`config.mk`:
```
export PLATFORM = sky130hd
export DESIGN_NAME = top
export DESIGN_NICKNAME = d
export VERILOG_FILES = /design/src/rtl/top_pkg.sv /design/src/rtl/ws2812_tx.sv /design/src/rtl/top.sv
export SDC_FILE = /design/constraint.sdc
export NUM_CORES = 1
export LEC_CHECK = 0
export ABC_AREA = 0
export CAP_MARGIN = 20
export CORE_MARGIN = 2
export CORE_UTILIZATION = 50
export DETAILED_ROUTE_END_ITERATION = 8
export GPL_ROUTABILITY_DRIVEN = 0
export PLACE_DENSITY = 0.65
export SYNTH_ARGS = -nofsm -noshare
export SYNTH_HDL_FRONTEND = slang
export SYNTH_SLANG_ARGS = --single-unit
```
`constraint.sdc`:
```
create_clock -name clk -period 5.35 [get_ports clk]
set_clock_uncertainty 0.2 [all_clocks]
set_input_delay 1.07 -clock clk [delete_from_list [all_inputs] [get_ports clk]]
set_output_delay 1.07 -clock clk [all_outputs]
set_load 0.02 [all_outputs]
```
`src/rtl/top_pkg.sv`:
```
`timescale 1ns/1ps
`default_nettype none
// ============================================================================
// Module      : top_pkg
// Description : Shared constants, transmit FSM states and the Life rule for
//               the 8x8 Game-of-Life WS2812B display.
// Revision    : 1.0 - initial release
// ============================================================================
package top_pkg;

  // WS2812B bit timing in clk cycles (80 ns each)
  localparam int BIT_CYCLES   = 15;
  localparam int T0H          = 5;
  localparam int T1H          = 10;
  localparam int LATCH_CYCLES = 1000;
  localparam int N_LEDS       = 64;
  localparam int BITS_PER_LED = 24;

  // Glider seed: cells (0,1),(1,2),(2,0),(2,1),(2,2); bit index is r*8+c
  localparam logic [63:0] SEED_BOARD = 64'h0000_0000_0007_0402;

  typedef enum logic {
    LATCH = 1'b0,
    SEND  = 1'b1
  } tx_state_t;

  // Conway rule: birth on exactly 3, survival on 2 or 3
  function automatic logic life_rule(input logic alive, input logic [3:0] n);
    return (n == 4'd3) || (alive && (n == 4'd2));
  endfunction

endpackage
`default_nettype wire

```
`src/rtl/ws2812_tx.sv`:
```
`timescale 1ns/1ps
`default_nettype none
// ============================================================================
// Module      : ws2812_tx
// Description : Serialises one 24-bit GRB word, MSB first, as WS2812B pulses.
//               A start coinciding with led_done chains the next LED with no
//               idle cycle. Output is registered so the data line is clean.
// Revision    : 1.0 - initial release
// ============================================================================
module ws2812_tx
  import top_pkg::*;
(
  input  logic        clk,
  input  logic        reset,
  input  logic        start,
  input  logic [23:0] grb,
  output logic        dout,
  output logic        led_done
);

  logic        busy, busy_n;
  logic [3:0]  phase, phase_n;
  logic [4:0]  bit_idx, bit_n;
  logic [23:0] shreg, sh_n;
  logic        last_phase;
  logic [3:0]  high_n;

  assign last_phase = (phase == 4'(BIT_CYCLES - 1));
  assign led_done   = busy && last_phase && (bit_idx == 5'(BITS_PER_LED - 1));
  assign high_n     = sh_n[23] ? 4'(T1H) : 4'(T0H);

  // Next-state: load on start, otherwise advance phase / bit / shift register
  always_comb begin
    busy_n  = busy;
    phase_n = phase;
    bit_n   = bit_idx;
    sh_n    = shreg;
    if (start && (!busy || led_done)) begin
      busy_n  = 1'b1;
      phase_n = 4'd0;
      bit_n   = 5'd0;
      sh_n    = grb;
    end else if (busy) begin
      if (last_phase) begin
        phase_n = 4'd0;
        if (bit_idx == 5'(BITS_PER_LED - 1)) begin
          busy_n = 1'b0;
        end else begin
          bit_n = bit_idx + 5'd1;
          sh_n  = {shreg[22:0], 1'b0};
        end
      end else begin
        phase_n = phase + 4'd1;
      end
    end
  end

  // State registers; dout is decoded from the next state so it lines up with phase
  always_ff @(posedge clk or posedge reset) begin
    if (reset) begin
      busy    <= 1'b0;
      phase   <= 4'd0;
      bit_idx <= 5'd0;
      shreg   <= 24'd0;
      dout    <= 1'b0;
    end else begin
      busy    <= busy_n;
      phase   <= phase_n;
      bit_idx <= bit_n;
      shreg   <= sh_n;
      dout    <= busy_n && (phase_n < high_n);
    end
  end

endmodule
`default_nettype wire

```
`src/rtl/top.sv`:
```
`timescale 1ns/1ps
`default_nettype none
// ============================================================================
// Module      : top
// Description : 8x8 toroidal Game of Life shown on a WS2812B matrix. Frames
//               refresh continuously; generation steps are committed only in
//               the latch gap so every frame shows a single generation.
// Revision    : 1.0 - initial release
// ============================================================================
module top
  import top_pkg::*;
#(
  parameter int          CLK_HZ     = 12_500_000,
  parameter int          GEN_CYCLES = 6_250_000,
  parameter logic [23:0] ON_GRB     = 24'h100000
) (
  input  logic clk,
  input  logic reset,
  output logic _48b
);

  // A GEN_CYCLES of 0 falls back to a half-second period derived from CLK_HZ
  localparam int GEN_TERM = (GEN_CYCLES > 0) ? GEN_CYCLES : (CLK_HZ / 2);
  localparam int GW       = $clog2(GEN_TERM + 1);

  tx_state_t      state, state_n;
  logic [9:0]     gap_cnt;
  logic [5:0]     led_idx;
  logic [5:0]     tx_led;
  logic [63:0]    board, next_board;
  logic [GW-1:0]  gen_cnt;
  logic           gen_tc, pending, commit;
  logic           start, led_done;
  logic [23:0]    tx_grb;

  // Next generation for every cell, neighbours wrapping around both edges
  for (genvar r = 0; r < 8; r++) begin : g_row
    for (genvar c = 0; c < 8; c++) begin : g_col
      localparam int RU = (r + 7) % 8;
      localparam int RD = (r + 1) % 8;
      localparam int CL = (c + 7) % 8;
      localparam int CR = (c + 1) % 8;
      logic [3:0] n;
      assign n = 4'(board[RU*8+CL]) + 4'(board[RU*8+c]) + 4'(board[RU*8+CR])
               + 4'(board[r*8+CL])                       + 4'(board[r*8+CR])
               + 4'(board[RD*8+CL]) + 4'(board[RD*8+c]) + 4'(board[RD*8+CR]);
      assign next_board[r*8+c] = life_rule(board[r*8+c], n);
    end
  end

  // LED sampled at its first bit: LED 0 when leaving LATCH, else the next one
  assign tx_led = (state == LATCH) ? 6'd0 : (led_idx + 6'd1);
  assign tx_grb = board[tx_led] ? ON_GRB : 24'h000000;

  // Hold the step off the gap's last cycle, where LED 0 is being sampled
  assign gen_tc = (gen_cnt == GW'(GEN_TERM - 1));
  assign commit = pending && (state == LATCH) && (gap_cnt != 10'(LATCH_CYCLES - 1));

  // Frame sequencer: next state and LED start strobe
  always_comb begin
    state_n = state;
    start   = 1'b0;
    case (state)
      LATCH: begin
        if (gap_cnt == 10'(LATCH_CYCLES - 1)) begin
          start   = 1'b1;
          state_n = SEND;
        end
      end
      SEND: begin
        if (led_done) begin
          if (led_idx == 6'(N_LEDS - 1)) state_n = LATCH;
          else                           start   = 1'b1;
        end
      end
      default: state_n = LATCH;
    endcase
  end

  // Sequencer registers: state, latch-gap counter and LED index
  always_ff @(posedge clk or posedge reset) begin
    if (reset) begin
      state   <= LATCH;
      gap_cnt <= 10'd0;
      led_idx <= 6'd0;
    end else begin
      state <= state_n;
      if (state == LATCH && state_n == LATCH) gap_cnt <= gap_cnt + 10'd1;
      else                                    gap_cnt <= 10'd0;
      if (state == SEND && led_done)          led_idx <= led_idx + 6'd1;
    end
  end

  // Free-running generation timer, pending-step flag and the board itself
  always_ff @(posedge clk or posedge reset) begin
    if (reset) begin
      gen_cnt <= '0;
      pending <= 1'b0;
      board   <= SEED_BOARD;
    end else begin
      gen_cnt <= gen_tc ? '0 : (gen_cnt + GW'(1));
      pending <= gen_tc || (pending && !commit);
      if (commit) board <= next_board;
    end
  end

  ws2812_tx u_tx (
    .clk      (clk),
    .reset    (reset),
    .start    (start),
    .grb      (tx_grb),
    .dout     (_48b),
    .led_done (led_done)
  );

endmodule
`default_nettype wire

```
Word-level counts from Yosys, hierarchy flattened
Cells that the tools add are included.
Widths: inputs -> output; s select.
{"block": "word_totals", "out_inout_bits": 1, "ff_bits": 140, "elab_cells": 776, "input_bits": 2}
{"block": "classes", "bitwise": 2, "n_eq_ne": 135, "add_sub_neg": 453, "mux": 28, "n_reduce_logical": 144, "n_lt_le_gt_ge": 2}
{"cell": "$add 4x1->4", "n": 256}
{"cell": "$eq 4x2->1 const B", "n": 128}
{"cell": "$add 3x1->4", "n": 64}
{"cell": "$add 2x1->3", "n": 64}
{"cell": "$add 1x1->2", "n": 64}
{"cell": "$mux 24", "n": 4}
{"cell": "$logic_and 1x1->1", "n": 73}
{"cell": "$logic_or 1x1->1", "n": 66}
{"cell": "$add 23x1->23 const B", "n": 1}
{"cell": "$eq 23x23->1 const B", "n": 1}
{"cell": "$mux 23", "n": 1}
{"cell": "$mux 21", "n": 1}
{"cell": "$mux 5", "n": 4}
{"cell": "$mux 4", "n": 4}
{"cell": "$add 10x1->10 const B", "n": 1}
{"cell": "$eq 10x10->1 const B", "n": 1}
{"cell": "$mux 10", "n": 1}
{"cell": "$ne 10x10->1 const B", "n": 1}
{"cell": "$mux 1", "n": 9}
{"cell": "$lt 6x7->1 const B", "n": 1}
{"cell": "$add 6x1->6 const B", "n": 1}
{"cell": "$bmux 1 s6", "n": 1}
{"cell": "$eq 6x6->1 const B", "n": 1}
{"cell": "$mux 6", "n": 1}
{"cell": "other kinds (11)", "n": 15}

Longest topological paths before layout
Gate-level depths: netlist of run 1.
{"block": "depth", "word_depth": 10, "depth_mapped": 13, "depth_no_buf": 11}

Modules after synthesis
From an unflattened synthesis of run 1, not the netlist that was laid out.
{"block": "unflattened", "cells_unflattened": 1660, "hier_area_um2": 16478.3}
{"mod": "top", "area_each_um2": 14724.1, "seq_area_each_um2": 2633.8, "cells_per_inst": 1508, "n_inst": 1}
{"mod": "ws2812_tx", "area_each_um2": 1754.2, "seq_area_each_um2": 875.8, "cells_per_inst": 152, "n_inst": 1}

Least setup slack after synthesis of run 1
Ideal clock, no wire load.
{"block": "synth_timing", "kind": "flip-flop to flip-flop", "start": "reg board[16]", "end": "reg board[31]", "required_ns": 5.073, "synth_period_minus_slack_ns": 3.410, "setup_ns": 0.077, "path_slack_ns": 1.940, "n_path_buf": 0, "path_stages_with_launch": 11, "t_arrival_ns": 3.132, "path_cell_list": "dfstp_2 > inv_1 > fa_1 > fa_1 > fa_1 > inv_1 > ha_1 > fa_1 > o21ai_0 > nand2_1 > a21oi_1"}
{"block": "synth_via", "elab_chain_cells": 9, "word_cells_on_any_way": 10, "classes_between": "add/sub (6); eq/ne (2); reduce/logical (2)"}
{"item": "from (decl)", "line_no": "top.sv:30", "rtl": "logic [63:0] board, next_board;"}
{"item": "from (signal assigned)", "line_no": "top.sv:103", "rtl": "if (commit) board <= next_board;"}
{"item": "$add 2x1->3 *", "line_no": "top.sv:44", "rtl": "assign n = 4'(board[RU*8+CL]) + 4'(board[RU*8+c]) + 4'(board[RU*8+CR])"}
{"item": "$add 3x1->4 *", "line_no": "top.sv:45", "rtl": "+ 4'(board[r*8+CL]) + 4'(board[r*8+CR])"}
{"item": "$add 4x1->4 *", "line_no": "top.sv:45"}
{"item": "$add 4x1->4 * (3 in series)", "line_no": "top.sv:46", "rtl": "+ 4'(board[RD*8+CL]) + 4'(board[RD*8+c]) + 4'(board[RD*8+CR]);"}
{"item": "$eq 4x2->1", "line_no": "top_pkg.sv:29", "rtl": "return (n == 4'd3) || (alive && (n == 4'd2));"}
{"item": "$logic_and 1x1->1", "line_no": "top_pkg.sv:29"}
{"item": "$logic_or 1x1->1 *", "line_no": "top_pkg.sv:29"}
Every way passes the cells marked *; elsewhere a longest branch is shown, timed or not.
A chain may end at the register's enable or synchronous reset.

Worst setup path in the final report of run 1
{"block": "layout_timing", "start": "reg board[49]", "end": "reg board[58]"}
{"block": "layout_via", "elab_chain_cells": 10, "word_cells_on_any_way": 11, "classes_between": "add/sub (7); eq/ne (2); reduce/logical (2)"}
{"item": "$add 1x1->2 *", "line_no": "top.sv:44"}
{"item": "$add 2x1->3 *", "line_no": "top.sv:44"}
{"item": "$add 3x1->4 *", "line_no": "top.sv:45"}
{"item": "$add 4x1->4 *", "line_no": "top.sv:45"}
{"item": "$add 4x1->4 * (3 in series)", "line_no": "top.sv:46"}
{"item": "$eq 4x2->1", "line_no": "top_pkg.sv:29"}
{"item": "$logic_and 1x1->1", "line_no": "top_pkg.sv:29"}
{"item": "$logic_or 1x1->1 *", "line_no": "top_pkg.sv:29"}
Marked as above.

==> impl_metrics.toml, run 1 <==
[power]
combPwrFrac_pct = 1.1
p_leak_uw = 0.00927
intPower_uw = 1800
sequentialPowerShare_pct = 44.7
power.density_mw_per_mm2 = 134
power_uw = 2350
switchingPower_uw = 547
clock_power_share_pct = 54.2
p_sw_share_pct = 23.3
peakVddDrop_uv = 215

[synth]
synth_top_cells_by_area = "fa_1 31%, dfrtp_1 20%, ha_1 15%, inv_1 7.5%, a21oi_1 6.8%"
async_flop_share_pct = 100
synthFlopType = "dfrtp_1"
synth_seq_area_share_pct = 21.3
synth_top_area_share_pct = 31.1
synth_largest_area_cell = "fa_1"
synth_compound_area_share_pct = 11.1
yosys.area_share.simple_pct = 9.16
synth_cells = 1677
muxShareOfSynthArea_pct = 1.47
synth_top_family_by_area = "adder cells"
synth_xor_area_share_pct = 2.23
netlist_area_mm2 = 0.0164
synth_edf_count = 0
synth_warnings = 0
synthAdderAreaFrac_pct = 46.3
syn_nets = 2133
avgSynthCellArea_um2 = 9.77
ys_ff_latch = 139
ys_types = 60

[global_route]
grt_max_degree = 88
grt_overflow = 0
grt_pass1_vias = 12125
antenna_found_initial = 0
grt_pass1_wl_um = 62100
grt.total_usage_pct = 23.6

[drt]
drc = 0
via_per_inst = 5.47
wl_um = 36900
drtIter0Drc = 710
via_count = 11620
dr.pass1.iters = 5
ant_nets = 0
wl_per_cell_um = 17.4

[sta]
max_freq_mhz = 265
report.final.slew_viol_count = 0
finalHoldViolCount = 0
rsz0062_at_grt = "no"
min_period_over_period_pct = 70.5
holdWs_ps = 266
slew_headroom_pct = 30.9
setup_violations = 0
min_period_ps = 3770
worstMarginPinSlew_ps = 1040
fin_setup_tns_ps = 0

[hold_path]
hp-class = "reg2reg"
holdPathEnd = "gen_cnt[0]$_DFF_PP0_"
min_path_cells = 1
worstHoldStart = "gen_cnt[0]$_DFF_PP0_"

[clock_network]
cts-htree-levels = 4
cts_tree = "built"
post_cts_buffers = 0
clk_latency_ps = 470
numClockSinks = 139
cts_buffer_depth = 2
cts_buffers = 17
clk_pin_slew_ps = 80
hold_buffers = 0
root_buffer = "clkbuf_16"
cts_resized = 0

[critical_path]
critPathRequiredTime_ps = 5520
cp.arrival_ps = 3940
r2r_start = "board[49]$_DFFE_PP0P_"
reg2reg_to = "board[58]$_DFFE_PP0P_"
cp.buffers_inverters = 2
rr_worst_depth = 10
max_stage_delay_ps = 540
worstPathCellList = "inv_1, fa_1, fa_1, fa_1, inv_1, ha_1, fa_1, o21ai_0, nand2_1, a21oi_1"
ff2ff_setup_slack_ps = 1580
end_kind = "register"
path_delay_family = "adder cells"
cpMostUsedCell = "fa_1"
worstSetupPathType = "reg2reg"
worstPathMaxFanout = 8
start_kind = "register"
cp_slowest_cell = "fa_1"

[floorplanning]
floorplan.initialDensity_pct = 50.6
dieArea_mm2 = 0.0342
die_h_um = 185
rows = 66
die_x_um = 185
core_mm2 = 0.0324
io_pins = 3

[final_layout]
area_growth_pct = 6.76
diodes = 0
final_common_cell = "inv_1"
fin_nets = 2125
most-common-layout-cells = "326 x inv_1, 255 x fa_1, 222 x a21oi_1, 199 x ha_1, 134 x dfrtp_1"
fin_util_pct = 54.1
drive_gt1_share_pct = 3.27
instances_no_fill = 2124

[run_status]
status = "complete, no violations"

[place]
dp.cells = 2092
dp_hpwl_um = 28000
port_buffers = 2

[flow_run]
maxCapViolCount = 0
## layout make-up
class	instances	area, um^2
Inverter	327	1230
Clock buffer	23	458
Multi-Input combinational cell	1173	11500
Clock inverter	9	140
Timing Repair Buffer	11	100
Sequential cell	139	3480
Fill cell	2858	14900
Tap cell	442	553
## power groups by stage
stage	Sequential, uW	Combinational, uW	Clock (uW)
3_3_place_gp	1070	27.2	0
3_5_place_dp	1070	27.2	0
2_1_floorplan	1070	15.2	0
4_1_cts	1050	27.1	1290
6_report	1050	25.2	1270
5_1_grt	1050	29.5	1340
## worst reg2reg max path: stages (launching register included)
cell     delay [ps]
dfrtp_1         400
inv_1           510
fa_1            550
fa_1            490
fa_1            500
inv_1            50
ha_1            200
fa_1            380
o21ai_0         170
nand2_1          80
a21oi_1         150
## layer usage
metal	wire length [um]	part of all wire (%)	vias to the layer above	GRT usage [%]
met5	0	0	-	0
met4	1100	3.0	0	9.08
met3	1790	4.8	69	3.99
met2	17400	47	276	38.4
met1	16600	45	5802	31.7
li1	-	-	5473	-
## worst max path at each step
stage	start	end	slack [ps]	cells past startpoint
floorplan	reset	board[0]$_DFFE_PP0P_	360	1
global placement	board[21]$_DFFE_PP0P_	board[22]$_DFFE_PP0P_	1630	11
detailed placement	board[20]$_DFFE_PP0P_	board[21]$_DFFE_PP0P_	1600	10
CTS	board[49]$_DFFE_PP0P_	board[58]$_DFFE_PP0P_	1560	10
global route	board[4]$_DFFE_PP0P_	board[60]$_DFFE_PP0P_	1370	10
finish	board[49]$_DFFE_PP0P_	board[58]$_DFFE_PP0P_	1580	10
## cells by family (layout without fill, tap and decap cells)
family          Yosys count  count (layout)
flops                   139             139
mux                      17              17
compound gates          338             338
fa+ha+maj               454             454
buf+inv                 365             370
xor+xnor                 40              40
simple gates            324             324
## state kept, by name, indices dropped and copies added, names as in the netlist
name	count
u_tx.phase	4
u_tx.shreg	23
u_tx.busy	1
pending	1
led_idx	6
u_tx.dout	1
board	64
gen_cnt	23
u_tx.bit_idx	5
gap_cnt	10
state	1
## Yosys cell counts (3+ instances only)
cell	count
dfstp_2	5
clkbuf_1	28
o22ai_1	3
nor2_1	48
nand4_1	9
a22oi_1	3
nor3_1	11
xnor2_1	16
or3_1	3
a311oi_1	4
mux2i_1	9
o21ai_0	79
xor2_1	22
nor3b_1	4
fa_1	255
nand2_1	131
mux4_2	4
buf_2	7
and3_1	11
ha_1	199
inv_1	327
a21oi_1	222
nor2b_1	6
a21o_1	3
dfrtp_1	134
nand3_1	83
a221oi_1	4
and4_1	5
## through the flow
stage | setup slack [ps] | cell area [um^2]
floorplan | 364 | 16400
global placement | 1630 | 16900
detailed placement | 1600 | 16900
CTS | 1560 | 17500
global route | 1370 | 17500
finish | 1580 | 17500
Note: power is estimated with default switching activity, not from simulation.
==> inputs of run 2 (changes only) <==
--- a/config.mk
+++ b/config.mk
@@ -11,7 +11,7 @@
 export CORE_UTILIZATION = 50
 export DETAILED_ROUTE_END_ITERATION = 8
 export GPL_ROUTABILITY_DRIVEN = 0
-export PLACE_DENSITY = 0.65
+export PLACE_DENSITY = 0.68
 export SYNTH_ARGS = -nofsm -noshare
 export SYNTH_HDL_FRONTEND = slang
 export SYNTH_SLANG_ARGS = --single-unit
==> constraint.sdc (replaced) <==
create_clock -name clk -period 3.15 [get_ports clk]
set_clock_uncertainty 0.2 [all_clocks]
set_input_delay 0.63 -clock clk [delete_from_list [all_inputs] [get_ports clk]]
set_output_delay 0.63 -clock clk [all_outputs]
set_load 0.02 [all_outputs]
==> run 2 against run 1 <==
Net effect:
- the flow now finishes with violations (setup timing)
- via count up 7.8%
- worst setup slack worse by 1900 ps
- fmax rose by 7.4%
- first-iteration DRC count up 16%
- global-route usage increased by 1.6 points
- final cell count is 8.9% higher
- non-clock buffer count rose by 188
- worst hold slack gained 1.5 ps
- sequential share of layout area fell by 2.6 points
- clock-buffer cell count shrank 5
- die area unchanged
- core utilization is 8.0 points higher
- largest cell class unchanged
- largest power group unchanged
==> impl_metrics.toml, run 2 (same netlist as run 1, synthesis figures left out) <==
[critical_path]
cp.arrival_ps = 3700
critPathRequiredTime_ps = 3340
worstSetupPathType = "reg2reg"
start_kind = "register"
max_stage_delay_ps = 560
worstPathCellList = "clkinvlp_4, buf_12, fa_1, fa_1, fa_1, inv_2, ha_4, fa_2, nand2_1, a21oi_2"
worstPathMaxFanout = 4
worstSetupStartpoint = "board[17]$_DFFE_PP1P_"
path_depth = 10
path_delay_family = "adder cells"
r2r_start = "board[17]$_DFFE_PP1P_"
end_kind = "register"
rr_worst_depth = 10
cpMostUsedCell = "fa_1"
cp.buffers_inverters = 3
crit_end = "board[16]$_DFFE_PP1P_"
reg2reg_to = "board[16]$_DFFE_PP1P_"
ff2ff_setup_slack_ps = -360
cp_slowest_cell = "dfstp_2"

[drt]
via_count = 12529
wl_um = 40800
ant_nets = 0
drtIter0Drc = 824
via_per_inst = 5.42
drc = 0
dr.pass1.iters = 5
wl_per_cell_um = 17.6

[clock_network]
cts_tree = "built"
hold_buffers = 0
numClockSinks = 139
root_buffer = "clkbuf_16"
cts_buffers = 17
clk_pin_slew_ps = 70
cts-htree-levels = 4
cts_buffer_depth = 2
clk_latency_ps = 450

[run_status]
violations = "setup timing"
status = "finished, violations left"

[final_layout]
fin_util_pct = 62.1
most-common-layout-cells = "256 x inv_1, 196 x fa_1, 192 x a21oi_1, 166 x buf_4, 140 x ha_1"
largest_register_ffs = 64
largest-register = "board"
final_common_cell = "inv_1"
fin_nets = 2313
reg_top3 = "board: 64 flops, gen_cnt: 23 flops, u_tx.shreg: 23 flops"
design_area_mm2 = 0.0201
drive_gt1_share_pct = 27.0
diodes = 0
area_growth_pct = 22.6

[place]
dp_hpwl_um = 30200
port_buffers = 2
dpl_worst_slack_ps = -414
placed_cell_area_mm2 = 0.0182

[power]
p_leak_uw = 0.00984
power.density_mw_per_mm2 = 199
peakVddDrop_uv = 399
power_uw = 3990

[floorplanning]
core_mm2 = 0.0324
io_pins = 3
floorplan.initialDensity_pct = 50.6
rows = 66
die_x_um = 185
die_h_um = 185
dieArea_mm2 = 0.0342

[sta]
worstMarginPinSlew_ps = 723
max_freq_mhz = 285
setup_violations = 63
min_period_ps = 3510
slew_headroom_pct = 51.7
min_period_over_period_pct = 111
rsz0062_at_grt = "yes"
worst_slack_ps = -361
finalHoldViolCount = 0
report.final.slew_viol_count = 0

[hold_path]
hp-class = "reg2reg"
worstHoldStart = "gen_cnt[0]$_DFF_PP0_"

[global_route]
grt_max_degree = 72
grt_overflow = 0
antenna_found_initial = 0
grt_pass1_wl_um = 66500
grt_pass1_vias = 13020
grt.total_usage_pct = 25.2

[flow_run]
maxCapViolCount = 0
==> run 2: cell count changes in the layout (fill, tap and decap cells not counted), sizes merged <==
cell,before,now
buf,9,197
clkinvlp,2,27
inv,329,311
clkbuf,23,18
bufinv,3,1
==> run 2: per-layer routing <==
metal  up-vias  wire length [um]  track usage (%)
met5         -                 0                0
met1      6303             17800             33.5
met4         0              1060             7.90
met3        77              1640             4.38
li1       5867                 -                -
met2       282             20300             42.2
==> run 2: worst min path at each step <==
| stage | cells past startpoint | to |
|---|---|---|
| finish | 1 | gen_cnt[0]$_DFF_PP0_ |
| global route | 1 | gen_cnt[0]$_DFF_PP0_ |
| CTS | 1 | gen_cnt[0]$_DFF_PP0_ |
| detailed placement | 1 | gen_cnt[0]$_DFF_PP0_ |
| global placement | 1 | gen_cnt[0]$_DFF_PP0_ |
| floorplan | 1 | gen_cnt[0]$_DFF_PP0_ |
==> run 2: timing repair <==
| action | CTS | global route |
|---|---|---|
| pin swaps | 90 | 77 |
| gates resized for setup | 156 | 130 |
| endpoints found under the setup margin | 64 | 64 |
| setup buffers | 33 | 20 |
==> run 2: report_power, final <==
part           switching (uW)  internal [uW]
clock network            1000           1160
registers                   0           1780
logic                    39.5           6.45
==> run 2: layout make-up <==
class / count / area, um^2
inverters: 327 / 1350
multi-input cells: 1173 / 12400
well taps: 442 / 553
clock buffers: 18 / 439
clock inverters: 14 / 168
repair buffers: 199 / 1730
fillers: 2587 / 12300
flip-flops and latches: 139 / 3490
==> run 2: through the flow <==
step / std cells / hold slack, ps / setup TNS (ps)
global route: 2312 / 298 / -18150
global placement: 2231 / 244 / -10480
CTS: 2296 / 273 / -11520
floorplan: 1677 / 225 / -9190
detailed placement: 2231 / 264 / -14120
finish: 2312 / 268 / -11460
